===== config.mk =====
export PLATFORM = sky130hd
export DESIGN_NAME = ula
export DESIGN_NICKNAME = d
export VERILOG_FILES = /design/src/rtl/ula.sv
export SDC_FILE = /design/constraint.sdc
export NUM_CORES = 1
export LEC_CHECK = 0
export CAP_MARGIN = 5
export CORE_UTILIZATION = 52
export DETAILED_ROUTE_END_ITERATION = 16
export MAX_ROUTING_LAYER = met4
export PLACE_DENSITY = 0.83
export SKIP_LAST_GASP = 1
export SLEW_MARGIN = 20
export SYNTH_ARGS = -nofsm -noshare
export SYNTH_HDL_FRONTEND = slang
export SYNTH_SLANG_ARGS = --single-unit

===== constraint.sdc =====
create_clock -name clk -period 6.1 [get_ports clk]
set_input_delay 1.83 -clock clk [delete_from_list [all_inputs] [get_ports clk]]
set_output_delay 1.83 -clock clk [all_outputs]
set_load 0.01 [all_outputs]

===== src/rtl/ula.sv =====
`default_nettype none
// ============================================================================
// Module   : ula
// Purpose  : Two-function arithmetic unit (A+B or A-B) with registered result
//            and status flags. Acts as one pipeline stage: inputs sampled on
//            a rising clk edge appear on the outputs right after that edge.
// Ports    : clk   - system clock, rising-edge active
//            rst   - synchronous active-high reset
//            A, B  - operands (unsigned or two's-complement)
//            sel   - 0 = A+B, 1 = A-B
//            saida - registered result
//            carry - add: carry-out, sub: borrow (A < B unsigned)
//            ovf   - signed overflow of the selected operation
//            zero  - result equals zero
//            neg   - result MSB
// Revision : 1.0 - initial release
// ============================================================================
module ula #(
  parameter int WIDTH = 16
) (
  input  logic             clk,
  input  logic             rst,
  input  logic [WIDTH-1:0] A,
  input  logic [WIDTH-1:0] B,
  input  logic             sel,
  output logic [WIDTH-1:0] saida,
  output logic             carry,
  output logic             ovf,
  output logic             zero,
  output logic             neg
);

  localparam logic [WIDTH:0] ONE_EXT = {{WIDTH{1'b0}}, 1'b1};

  logic [WIDTH:0]   add_ext;
  logic [WIDTH:0]   sub_ext;
  logic [WIDTH-1:0] result_next;
  logic             carry_next;
  logic             ovf_next;

  logic [WIDTH-1:0] result_q;
  logic             carry_q;
  logic             ovf_q;

  // Subtraction is A + ~B + 1; its top bit is the "no borrow" indicator, so
  // the borrow flag is its inverse.
  assign add_ext = {1'b0, A} + {1'b0, B};
  assign sub_ext = {1'b0, A} + {1'b0, ~B} + ONE_EXT;

  always_comb begin
    result_next = add_ext[WIDTH-1:0];
    carry_next  = add_ext[WIDTH];
    ovf_next    = 1'b0;
    if (sel) begin
      result_next = sub_ext[WIDTH-1:0];
      carry_next  = ~sub_ext[WIDTH];
      // Signs differ and the result's sign departs from A's.
      ovf_next    = (A[WIDTH-1] != B[WIDTH-1]) &&
                    (result_next[WIDTH-1] != A[WIDTH-1]);
    end else begin
      // Signs equal and the result's sign departs from theirs.
      ovf_next    = (A[WIDTH-1] == B[WIDTH-1]) &&
                    (result_next[WIDTH-1] != A[WIDTH-1]);
    end
  end

  always_ff @(posedge clk) begin
    if (rst) begin
      result_q <= '0;
      carry_q  <= 1'b0;
      ovf_q    <= 1'b0;
    end else begin
      result_q <= result_next;
      carry_q  <= carry_next;
      ovf_q    <= ovf_next;
    end
  end

  // zero/neg are pure functions of the registered result, so after reset
  // they read zero=1, neg=0 without needing their own flops.
  assign saida = result_q;
  assign carry = carry_q;
  assign ovf   = ovf_q;
  assign zero  = (result_q == '0);
  assign neg   = result_q[WIDTH-1];

endmodule
`default_nettype wire


==> results.sh <==
export IMPL_grt_max_degree=25
export IMPL_gr_usage_all_layers=0.255
export IMPL_yosysTopAreaCell="ha_1"
export IMPL_drt_iter0_markers=138
export IMPL_die_width_um=69.1
export IMPL_avgSynthCellArea_um2=7.70
export IMPL_start_util=0.538
export IMPL_nets=416
export IMPL_critPathLaunchType="input port"
export IMPL_seq_power_share=0.301
export IMPL_rsz0062_at_grt="false"
export IMPL_drc_errors=0
export IMPL_drv_slew=0
export IMPL_synth_nets=373
export IMPL_crit_arrival_ps=4600
export IMPL_clkPwrFrac=0.165
export IMPL_grt_overflow=0
export IMPL_total_power_mw=0.466
export IMPL_grt_antenna_before_repair=0
export IMPL_worstMarginPinSlew_ps=766
export IMPL_grt_pass1_vias=2101
export IMPL_cts_tree="yes"
export IMPL_dieArea_um2=4770
export IMPL_post_drt_wl_per_cell_um=14.5
export IMPL_p_sw_mw=0.169
export IMPL_min_period_over_period=0.734
export IMPL_netlist_area_leader_share=0.171
export IMPL_multi_input_area_um2=1740
export IMPL_clockBufferDepth=2
export IMPL_max_vdd_ir_drop_mv=0.0808
export IMPL_antenna_left=0
export IMPL_filler_cell_count=406
export IMPL_synth_cell_area_um2=2340
export IMPL_dp_hpwl_mm=4.72
export IMPL_crit_type="input port to flip-flop"
export IMPL_power_leakage_nw=1.25
export IMPL_end_kind="flip-flop"
export IMPL_hold_path_end="saida[0]$_SDFF_PP0_"
export IMPL_core_um2=4350
export IMPL_cts_hold_buf=0
export IMPL_relSlewSlack=0.488
export IMPL_synth_seq_cells=18
export IMPL_cts_buffers=3
export IMPL_synth_edf_count=0
export IMPL_hp_start="B[0]"
export IMPL_yosysSeqAreaShare=0.154
export IMPL_cts_setup_buffers=0
export IMPL_h_tree_depth=1
export IMPL_rows=24
export IMPL_required_ps=6230
export IMPL_final_min_clock_period_ps=4480
export IMPL_powerDensity_nw_per_um2=162
export IMPL_async_flop_share=0
export IMPL_synthTopCellsByArea="ha_1 17%, dfxtp_1 15%, nor2_1 5.8%, a21oi_1 5.3%, inv_1 4.6%"
export IMPL_tns_ps=0
export IMPL_gp_congestion=0.965
export IMPL_root_buffer="clkbuf_8"
export IMPL_setup_viol=0
export IMPL_grt_pass1_wl_mm=9.92
export IMPL_hold_violations=0
export IMPL_drive_gt1_frac=0.0609
export IMPL_swShare=0.363
export IMPL_clkTransAtPathRegs_ps=60
export IMPL_synth_top_flop_cell="dfxtp_1"
export IMPL_via_per_inst=5.98
export IMPL_diodes=0
export IMPL_dieHeight_um=69.1
export IMPL_cts_resized=0
export IMPL_min_path_cells=3
export IMPL_cp_max_fo=3
export IMPL_cts_sinks=18
export IMPL_port_buffers=54
export IMPL_synth_cell_types=67
export IMPL_regArea_um2=360
export IMPL_wl_mm=5.75
export IMPL_outcome="finished clean"
export IMPL_cap_violations=0
export IMPL_syn_inst=304
export IMPL_timing_fmax_mhz=223
export IMPL_drt_pass1_iterations=5
export IMPL_num_vias=2374
export IMPL_hold_class="input port to flip-flop"
export IMPL_syn_to_final_growth_pct=23.2
export IMPL_ios=55
export IMPL_combPwrFrac=0.534
export IMPL_ys_warn_count=0
export IMPL_internal_power_mw=0.297
## synth_stat cells (4+ instances only)
master and instances:
ha_1 32, o21ai_0 13, dfxtp_1 18, a21oi_1 25, a21o_1 5, o21bai_1 4, nor2_1 36, nor3_1 8
xnor2_1 6, nand2_1 17, or3_1 4, buf_6 4, clkbuf_1 8, nand3_1 4, nor4_1 8, nor2b_1 8
inv_1 29
## worst max-delay path, stage by stage
cell and delay [ps]:
clkdlybuf4s50_1 500, ha_1 180, inv_1 60, fa_1 440, a211oi_4 260, nor3_2 90, or3_1 370, a31o_1 260
a221oi_2 250, mux2_1 360
## worst max path at each step
stage                     from                   end  slack (ps)  cells past startpoint
after floorplan           A[0]  saida[12]$_SDFF_PP0_        2050                     10
after global placement    B[0]  saida[12]$_SDFF_PP0_        1510                     10
after detailed placement  A[0]  saida[12]$_SDFF_PP0_        1400                     11
after CTS                 A[0]  saida[12]$_SDFF_PP0_        1650                     11
after global routing      B[0]  saida[12]$_SDFF_PP0_        1480                     10
final                     B[0]  saida[12]$_SDFF_PP0_        1620                     10
## cell usage in the layout, fill, tap and decap left out, types with 3 or more instances in the layout
cell type        Yosys  layout
clkdlybuf4s50_1      0      54
nor2_1              36      36
ha_1                32      32
inv_1               29      29
a21oi_1             25      25
dfxtp_1             18      18
nand2_1             17      17
o21ai_0             13      13
nor4_1               8       8
nor2b_1              8       8
nor3_1               8       8
xnor2_1              6       6
a21o_1               5       5
o21bai_1             4       4
nand3_1              4       4
or3_1                4       4
nand2b_1             3       3
o211a_1              3       3
o31a_1               3       3
a211oi_1             3       3
mux2_1               3       3
clkbuf_8             1       3
## power by group through the flow
stage                     sequential [mW]  combinational, mW  clock (mW)
after floorplan                     0.150              0.154           0
after global placement              0.143              0.241           0
after detailed placement            0.143              0.245           0
after CTS                           0.141              0.247      0.0786
after global routing                0.143              0.272      0.0845
final                               0.141              0.249      0.0768
## cells by family (layout without fill, tap and decap cells)
group | after synthesis | count (layout) | share of synthesized area
multiplexers | 7 | 7 | 0.0326
adder cells (fa/ha/maj) | 34 | 34 | 0.188
XOR/XNOR | 7 | 7 | 0.0262
buffers and inverters | 49 | 90 | 0.102
AO/OA/AOI/OAI | 91 | 91 | 0.293
AND/OR/NAND/NOR | 98 | 98 | 0.204
flip-flops | 18 | 18 | 0.154
## through the flow
| step | hold WS, ps | area [um2] | worst slack [ps] | cells | util |
|---|---|---|---|---|---|
| detailed placement | 2540 | 2840 | 1400 | 394 | 0.653 |
| global placement | 2530 | 2840 | 1510 | 394 | 0.653 |
| CTS | 2290 | 2890 | 1650 | 397 | 0.663 |
| global route | 2310 | 2890 | 1480 | 397 | 0.663 |
| floorplan | 2010 | 2340 | 2050 | 304 | - |
| finish | 2300 | 2890 | 1620 | 397 | 0.663 |
## registers in the layout (all words and copies together), names as in the netlist
signal	cells
carry	1
saida	16
ovf	1
## layer usage
metal | vias to the layer above | global-route usage | wire (um)
li1 | 1172 | - | -
met1 | 1078 | 0.353 | 2590
met2 | 118 | 0.402 | 2700
met3 | 6 | 0.0175 | 406
met4 | 0 | 0.0658 | 53
met5 | - | - | 0
## cell type report
class | instances | share of cell area
clock buffers | 3 | 0.0143
inverters | 31 | 0.0421
multi-input cells | 237 | 0.604
flip-flops and latches | 18 | 0.125
well taps | 52 | 0.0225
repair buffers | 56 | 0.193
(Power assumes the default switching activity.)
